File: src/rtl/c432_irq_dispatch.sv
// ============================================================================
// Module   : c432_irq_dispatch
// Purpose  : Filters the c432 priority encoder output, captures a 6-bit vector
//            and drives an IRQ/ACK handshake with ACK timeout and cooldown.
// Revision : 1.0 - initial release
// ============================================================================
`default_nettype none

module c432_irq_dispatch #(
    parameter int STABLE  = 2,
    parameter int TIMEOUT = 16,
    parameter int COOL    = 4
) (
    input  logic       CK,
    input  logic       RST,
    input  logic       PA,
    input  logic       PB,
    input  logic       PC,
    input  logic [3:0] CHAN,
    input  logic       ACK,
    output logic       IRQ,
    output logic [5:0] VEC,
    output logic       BUSY,
    output logic       TO,
    output logic [7:0] TO_CNT
);

    localparam logic [3:0] c_stable    = 4'(STABLE);
    localparam logic [7:0] c_tcnt_last = 8'(TIMEOUT - 1);
    localparam logic [7:0] c_ccnt_last = 8'(COOL - 1);

    typedef enum logic [1:0] {
        IDLE   = 2'd0,
        ASSERT = 2'd1,
        COOLDN = 2'd2
    } state_t;

    state_t     r_state, w_state_nxt;
    logic [3:0] r_cnt,   w_cnt_nxt;
    logic [5:0] r_prev,  w_prev_nxt;
    logic [7:0] r_tcnt,  w_tcnt_nxt;
    logic [7:0] r_ccnt,  w_ccnt_nxt;
    logic       r_irq,   w_irq_nxt;
    logic [5:0] r_vec,   w_vec_nxt;
    logic       r_to,    w_to_nxt;
    logic [7:0] r_to_cnt, w_to_cnt_nxt;

    logic [1:0] w_bus;
    logic [5:0] w_cur;
    logic [3:0] w_cnt_new;

    // Bus A outranks B outranks C, mirroring the encoder's grant order.
    always_comb begin
        if (PA)      w_bus = 2'd1;
        else if (PB) w_bus = 2'd2;
        else if (PC) w_bus = 2'd3;
        else         w_bus = 2'd0;
    end

    assign w_cur = {w_bus, CHAN};

    always_comb begin
        if (w_bus == 2'd0)
            w_cnt_new = 4'd0;
        else if (w_cur == r_prev && r_cnt != 4'd0)
            w_cnt_new = r_cnt + 4'd1;
        else
            w_cnt_new = 4'd1;
    end

    always_ff @(posedge CK or posedge RST) begin
        if (RST) begin
            r_state  <= IDLE;
            r_cnt    <= 4'd0;
            r_prev   <= 6'd0;
            r_tcnt   <= 8'd0;
            r_ccnt   <= 8'd0;
            r_irq    <= 1'b0;
            r_vec    <= 6'd0;
            r_to     <= 1'b0;
            r_to_cnt <= 8'd0;
        end else begin
            r_state  <= w_state_nxt;
            r_cnt    <= w_cnt_nxt;
            r_prev   <= w_prev_nxt;
            r_tcnt   <= w_tcnt_nxt;
            r_ccnt   <= w_ccnt_nxt;
            r_irq    <= w_irq_nxt;
            r_vec    <= w_vec_nxt;
            r_to     <= w_to_nxt;
            r_to_cnt <= w_to_cnt_nxt;
        end
    end

    always_comb begin
        w_state_nxt  = r_state;
        w_cnt_nxt    = r_cnt;
        w_prev_nxt   = r_prev;
        w_tcnt_nxt   = r_tcnt;
        w_ccnt_nxt   = r_ccnt;
        w_irq_nxt    = r_irq;
        w_vec_nxt    = r_vec;
        w_to_nxt     = 1'b0;
        w_to_cnt_nxt = r_to_cnt;

        case (r_state)
            IDLE: begin
                w_prev_nxt = w_cur;
                w_cnt_nxt  = w_cnt_new;
                if (w_cnt_new == c_stable) begin
                    w_vec_nxt   = w_cur;
                    w_irq_nxt   = 1'b1;
                    w_tcnt_nxt  = 8'd0;
                    w_cnt_nxt   = 4'd0;
                    w_state_nxt = ASSERT;
                end
            end
            ASSERT: begin
                w_tcnt_nxt = r_tcnt + 8'd1;
                // ACK takes precedence over a timeout landing on the same edge.
                if (ACK) begin
                    w_irq_nxt   = 1'b0;
                    w_ccnt_nxt  = 8'd0;
                    w_state_nxt = COOLDN;
                end else if (r_tcnt == c_tcnt_last) begin
                    w_irq_nxt   = 1'b0;
                    w_to_nxt    = 1'b1;
                    w_ccnt_nxt  = 8'd0;
                    w_state_nxt = COOLDN;
                    if (r_to_cnt != 8'hFF)
                        w_to_cnt_nxt = r_to_cnt + 8'd1;
                end
            end
            COOLDN: begin
                w_ccnt_nxt = r_ccnt + 8'd1;
                // Clearing prev forces a held request to requalify from scratch.
                if (r_ccnt == c_ccnt_last) begin
                    w_cnt_nxt   = 4'd0;
                    w_prev_nxt  = 6'd0;
                    w_state_nxt = IDLE;
                end
            end
            default: begin
                w_state_nxt = IDLE;
            end
        endcase
    end

    assign IRQ    = r_irq;
    assign VEC    = r_vec;
    assign TO     = r_to;
    assign TO_CNT = r_to_cnt;
    assign BUSY   = (r_state != IDLE);

endmodule

`default_nettype wire

File: config.mk
export PLATFORM = sky130hd
export DESIGN_NAME = c432_irq_dispatch
export DESIGN_NICKNAME = d
export VERILOG_FILES = /design/src/rtl/c432_irq_dispatch.sv
export SDC_FILE = /design/constraint.sdc
export NUM_CORES = 1
export LEC_CHECK = 0
export ABC_AREA = 1
export ABC_CLOCK_PERIOD_IN_PS = 2100
export BUFFER_PORTS_ARGS = -buffer_cell sky130_fd_sc_hd__buf_2
export CAP_MARGIN = 40
export CORE_ASPECT_RATIO = 2
export CORE_MARGIN = 2
export CORE_UTILIZATION = 39
export DETAILED_ROUTE_END_ITERATION = 12
export PLACE_DENSITY_LB_ADDON = 0.08
export SYNTH_ARGS = -nofsm -noshare
export SYNTH_HDL_FRONTEND = slang
export SYNTH_SLANG_ARGS = --single-unit
File: constraint.sdc
create_clock -name CK -period 2.1 [get_ports CK]
set_input_delay 0.21 -clock CK [delete_from_list [all_inputs] [get_ports CK]]
set_output_delay 0.21 -clock CK [all_outputs]
set_load 0.05 [all_outputs]
==> results of run 1 <==
area by class of cell:
class / count / share of cell area (%)
Tap cell: 63 / 2.83
Sequential cell: 44 / 39.5
Multi-Input combinational cell: 191 / 38.7
Clock inverter: 2 / 0.359
Inverter: 52 / 7.05
Clock buffer: 6 / 4.98
Timing Repair Buffer: 33 / 6.55
per-stage QoR:
stage	instances	util [%]
after floorplan	289	-
after global placement	381	44.1
after detailed placement	381	44.1
after CTS	389	46.6
after global routing	391	46.8
final	391	46.8
flip-flops by register name, indices dropped and copies added (netlist names):
register	flops
IRQ	1
TO	1
TO_CNT	8
VEC	6
r_ccnt	8
r_cnt	4
r_prev	6
r_state	2
r_tcnt	8
power by group:
part / switching [mW] / total (mW) / internal [mW]
Clock: 0.329 / 0.798 / 0.469
Combinational: 0.441 / 0.682 / 0.241
Sequential: 0.128 / 1.12 / 0.989
Total: 0.898 / 2.60 / 1.70
path summary, 6_finish.rpt:
check / from / to / slack (ns)
worst min register to register: VEC[0]$_DFFE_PP0P_ / VEC[0]$_DFFE_PP0P_ / 0.48
min in group CK: CHAN[0] / VEC[0]$_DFFE_PP0P_ / 0.19
max in group asynchronous: RST / TO_CNT[7]$_DFFE_PP0P_ / 1.64
worst max register to register: r_tcnt[0]$_DFFE_PP0P_ / r_ccnt[3]$_DFFE_PP0P_ / 0.17
worst min-delay path: RST / TO_CNT[4]$_DFFE_PP0P_ / 0.06
worst max-delay path: r_tcnt[0]$_DFFE_PP0P_ / r_ccnt[3]$_DFFE_PP0P_ / 0.17
Yosys cell counts, drive strengths merged (2+ instances only):
master | n | area share, %
nand2 | 75 | 12
xnor2 | 2 | 1.0
nor3 | 4 | 1.3
xor2 | 7 | 2.6
o21ai | 22 | 5.1
ha | 5 | 2.6
nand4 | 5 | 1.9
o22ai | 9 | 2.4
dfrtp | 44 | 46
nand3 | 30 | 8.2
inv | 51 | 8.0
nor2 | 20 | 4.5
nor4 | 2 | 0.52
o32ai | 2 | 0.73
a21oi | 6 | 1.3
cell families (layout without fill, tap and decap cells):
group / Yosys count / after routing / synth area share, %
simple gates: 138 / 138 / 29.5
buf+inv: 54 / 93 / 8.84
flops: 44 / 44 / 46.0
compound gates: 39 / 39 / 9.41
xor+xnor: 9 / 9 / 3.61
fa+ha+maj: 5 / 5 / 2.62
what timing repair did:
item | CTS | global route
resized for setup | 0 | 0
hold endpoints to repair | 0 | 0
setup buffers | 0 | 2
hold buffers | 0 | 0
setup endpoints to repair | 0 | 13
metal layers:
| layer | global-route usage [%] | share of wire [%] | up-vias |
|---|---|---|---|
| met3 | 2.70 | 2.6 | 8 |
| met1 | 18.3 | 39 | 926 |
| met4 | 8.18 | 2.2 | 0 |
| met5 | 0 | 0 | - |
| met2 | 30.8 | 56 | 32 |
| li1 | - | - | 1003 |
cells in the final DEF, fill, tap and decap left out, drive strengths merged:
| cell | Yosys | layout |
|---|---|---|
| o32ai | 2 | 2 |
| nand2 | 75 | 75 |
| nor4 | 2 | 2 |
| nand3 | 30 | 30 |
| o21ai | 22 | 22 |
| xor2 | 7 | 7 |
| inv | 51 | 50 |
| dfrtp | 44 | 44 |
| nand4 | 5 | 5 |
| clkinv | 1 | 4 |
| nor3 | 4 | 4 |
| a21oi | 6 | 6 |
| or2 | 1 | 1 |
| o22ai | 9 | 9 |
| buf | 1 | 33 |
| nand3b | 1 | 1 |
| nor2 | 20 | 20 |
| xnor2 | 2 | 2 |
| clkbuf | 1 | 6 |
| ha | 5 | 5 |
critical path, stage by stage (launching register included):
cell and delay (ns):
dfrtp_1 0.42, ha_1 0.25, nand2_2 0.10, nor2_4 0.04
nand3_2 0.07, nor3_4 0.05, o21ai_0 0.45, nand2_1 0.24
o21ai_0 0.23
==> flow_metrics.py, run 1 <==
metrics = {
    "worst_setup_path": {
        "reg2regPathDepth": 8,
        "cp_data_required_time_ns": 2.30,
        "crit_type": "reg -> reg",
        "cp-end-kind": "register",
        "start_kind": "register",
        "worstPathArrival_ns": 2.13,
        "worst-path-max-fanout": 5,
    },
    "synth": {
        "synth-seq-cells": 44,
        "seq_area_frac_synth_pct": 46.0,
        "syn_nets": 304,
        "syn_inst": 289,
        "synth_flop_cell": "dfrtp_1",
        "syn_avg_cell_area_um2": 8.28,
        "synth_cell_types": 30,
        "synth_area_um2": 2390,
        "yosys_warnings": 0,
        "async_flop_share_pct": 100,
        "synth_edf_count": 0,
    },
    "grt": {
        "grt_pass1_vias": 1962,
        "antenna_found_initial": 0,
        "grt_pass1_wl_um": 8810,
        "grtUsageTotal_pct": 17.0,
        "overflow": 0,
        "grt_max_degree": 45,
    },
    "finish": {
        "drive_above_1_share_pct": 24.1,
        "nets": 342,
        "regArea_um2": 1100,
        "diodes": 0,
        "area_growth_pct": 16.5,
        "fillers": 638,
        "fin_area_um2": 2790,
        "multi_input_area_um2": 1080,
    },
    "floorplanning": {
        "fp.dieH_um": 115,
        "dieArea_um2": 6810,
        "start_util_pct": 40.2,
        "ios": 27,
        "fp.coreArea_um2": 5960,
        "die_x_um": 59.4,
        "fp-row-count": 40,
    },
    "clock_tree": {
        "clock_latency_ns": 0.29,
        "clockBufferDepth": 2,
        "cts.clk_slew.worst_paths_ns": 0.06,
        "cts-buffers-inserted": 5,
        "cts.sinks": 44,
        "cts-htree-levels": 2,
        "cts_tree": "done",
        "cts-root-buf": "clkbuf_16",
    },
    "route": {
        "ant_nets": 0,
        "drcViolationCount": 0,
        "wl_per_cell_um": 13.1,
        "via_per_inst": 5.04,
        "postRouteWirelength_um": 5120,
        "drtIter0Drc": 62,
        "dr.pass1.iters": 4,
        "num_vias": 1969,
    },
    "outcome": {
        "status": "completed",
    },
    "placed_design": {
        "place_area_um2": 2620,
        "place_hpwl_um": 3740,
        "pre_cts_ws_ns": 0.119,
        "place.gp.congestion": 0.856,
        "port_buffers": 26,
    },
    "timing": {
        "tns_ns": 0,
        "fin_ws_ns": 0.169,
        "finalCritPeriodShare_pct": 92.0,
        "slew_headroom_pct": 61.3,
        "skew_ns": 0.00282,
        "timing.final.max_slew_violations": 0,
        "rsz0062_at_grt": "false",
        "worstMarginPinSlew_ns": 0.581,
        "worst_hold_slack_ns": 0.0559,
        "finalHoldViolCount": 0,
        "final-setup-viol-count": 0,
        "finalCriticalPeriod_ns": 1.93,
        "max_freq_mhz": 518,
    },
    "flow_run": {
        "drv_cap": 0,
    },
    "hold_path": {
        "holdCritPathClass": "in -> async",
    },
    "power_and_ir_drop": {
        "peakVddDrop_mv": 0.573,
        "powerDensity_nw_per_um2": 931,
        "finalPower_mw": 2.60,
        "p_leak_nw": 1.50,
    },
}
No activity file was read; power rests on OpenSTA's default activity.
==> run 2: changes to the inputs <==
CORE_ASPECT_RATIO = unset   (was 2)
PLACE_DENSITY_LB_ADDON = 0.12   (was 0.08)
==> run 2 against run 1 <==
- die area fell by 0.56%
- combinational power fell by 2%
- fmax rose by 6.1%
- register-to-register slack gained 0.11 ns
==> flow_metrics.py, run 2 (synthesis gave the netlist of run 1 again) <==
metrics = {
    "floorplanning": {
        "fp-row-count": 28,
        "fp.dieH_um": 82.3,
        "ios": 27,
        "dieArea_um2": 6780,
        "die_x_um": 82.3,
        "fp.coreArea_um2": 5920,
        "start_util_pct": 40.4,
    },
    "power_and_ir_drop": {
        "comb_power_share_pct": 24.9,
        "peakVddDrop_mv": 0.547,
        "p_leak_nw": 1.50,
        "powerDensity_nw_per_um2": 955,
        "internal-power_mw": 1.81,
        "power_frac_clock_pct": 33.6,
        "finalPower_mw": 2.68,
        "seq_power_share_pct": 41.5,
        "swShare_pct": 32.4,
        "power_switching_uw": 868,
    },
    "placed_design": {
        "place.gp.congestion": 0.889,
        "place_hpwl_um": 3330,
        "placed_cells_incl_taps": 392,
        "port_buffers": 26,
    },
    "clock_tree": {
        "clockBufferDepth": 2,
        "cts.clk_slew.worst_paths_ns": 0.09,
        "cts-root-buf": "clkbuf_8",
        "cts.sinks": 44,
        "cts-buffers-inserted": 5,
        "cts-htree-levels": 2,
        "clock_latency_ns": 0.30,
        "cts_tree": "done",
    },
    "timing": {
        "finalCriticalPeriod_ns": 1.82,
        "slew_headroom_pct": 61.8,
        "skew_ns": 0.0114,
        "rsz0062_at_grt": "false",
        "max_freq_mhz": 549,
        "final-setup-viol-count": 0,
        "timing.final.max_slew_violations": 0,
        "finalCritPeriodShare_pct": 86.7,
        "worstMarginPinSlew_ns": 0.573,
        "tns_ns": 0,
        "finalHoldViolCount": 0,
    },
    "worst_setup_path": {
        "cp_data_required_time_ns": 2.29,
        "worst-path-max-fanout": 19,
        "crit_family": "simple AND/OR/NAND/NOR gates",
        "r2r-end": "VEC[4]$_DFFE_PP0P_",
        "crit_type": "reg -> reg",
        "cp_slowest_stage_delay_ns": 0.40,
        "start_kind": "register",
        "reg2regPathDepth": 13,
        "worstPathArrival_ns": 2.01,
        "path_cells": "inv_1, ha_1, nand3_1, inv_1, nor2_1, nand2_1, nor2_4, nand2_2, nand2_2, nand4_4, buf_12, nand2_1, o21ai_0",
        "r2r-start": "r_cnt[0]$_DFFE_PP0P_",
        "reg2reg_slack_ns": 0.28,
        "crit_slowest_cell": "dfrtp_1",
        "crit_buf_inv": 3,
        "cp-end-kind": "register",
    },
    "finish": {
        "final_common_cell": "nand2_1",
        "drive_above_1_share_pct": 23.6,
        "layout_common_cells": "68 x nand2_1, 44 x dfrtp_1, 41 x inv_1",
        "nets": 340,
        "diodes": 0,
        "area_growth_pct": 17.5,
        "instances_no_fill": 401,
    },
    "route": {
        "drtIter0Drc": 79,
        "wl_per_cell_um": 11.6,
        "drcViolationCount": 0,
        "postRouteWirelength_um": 4660,
        "ant_nets": 0,
        "via_per_inst": 4.69,
        "dr.pass1.iters": 4,
        "num_vias": 1880,
    },
    "grt": {
        "grt_pass1_vias": 1711,
        "antenna_found_initial": 0,
        "grt_pass1_wl_um": 7630,
        "grt_max_degree": 45,
        "overflow": 0,
        "grtUsageTotal_pct": 14.7,
    },
    "hold_path": {
        "holdCritPathClass": "in -> async",
    },
    "outcome": {
        "status": "completed",
    },
    "flow_run": {
        "drv_cap": 0,
    },
}
==> run 2: cell count changes in the layout (fill, tap and decap cells not counted) <==
cell / change
clkinv_2: -2
bufinv_16: +3
clkbuf_16: -5
buf_12: +1
buf_4: -3
clkbuf_8: +4
==> run 2: layout make-up <==
cell class	instances	area, um^2
fill	597	3110
sequential	44	1100
multi-input combinational	191	1080
inverter	52	196
timing repair buffer	31	180
tap	75	93.8
clock inverter	3	90.1
clock buffer	5	68.8
==> run 2: worst max-delay path by stage <==
| stage | start | endpoint | slack [ns] | depth (start not counted) |
|---|---|---|---|---|
| finish | r_cnt[0]$_DFFE_PP0P_ | VEC[4]$_DFFE_PP0P_ | 0.28 | 13 |
| global route | r_tcnt[0]$_DFFE_PP0P_ | TO_CNT[2]$_DFFE_PP0P_ | 0.14 | 11 |
| CTS | r_cnt[0]$_DFFE_PP0P_ | VEC[4]$_DFFE_PP0P_ | 0.11 | 12 |
| detailed placement | r_cnt[0]$_DFFE_PP0P_ | VEC[4]$_DFFE_PP0P_ | 0.12 | 12 |
| global placement | r_cnt[0]$_DFFE_PP0P_ | VEC[1]$_DFFE_PP0P_ | 0.21 | 12 |
| floorplan | TO_CNT[1]$_DFFE_PP0P_ | TO_CNT[2]$_DFFE_PP0P_ | 0.39 | 8 |
==> run 2: routing by layer <==
metal	vias to the layer above	track usage, %	wire (um)
met3	6	3.70	136
li1	996	-	-
met4	0	5.50	59
met5	-	0	0
met2	24	23.2	2100
met1	854	19.3	2360
==> run 2: power by group through the flow <==
| stage | clock network (mW) | logic, mW | registers [mW] |
|---|---|---|---|
| CTS | 0.926 | 0.674 | 1.11 |
| detailed placement | 0 | 0.670 | 1.13 |
| global route | 0.971 | 0.750 | 1.14 |
| finish | 0.900 | 0.669 | 1.11 |
| floorplan | 0 | 0.499 | 1.15 |
| global placement | 0 | 0.662 | 1.13 |
==> run 2: per-stage QoR <==
stage	cell area, um^2	hold WS, ns	worst slack (ns)	util [%]
detailed placement	2630	0.394	0.117	44.4
CTS	2790	0.0609	0.107	47.1
finish	2810	0.0310	0.280	47.5
global placement	2630	0.389	0.206	44.4
global route	2810	0.0853	0.137	47.5
floorplan	2390	0.354	0.393	-
==> run 2: worst min-delay path, stage by stage <==
cell      delay (ns)
buf_2           0.10
clkinv_1        0.03
buf_4           0.46
==> run 2: what timing repair did <==
| item | CTS | global route |
|---|---|---|
| resized for setup | 0 | 0 |
| endpoints found under the setup margin | 0 | 6 |
| hold buffers | 0 | 0 |
| setup buffers | 0 | 1 |
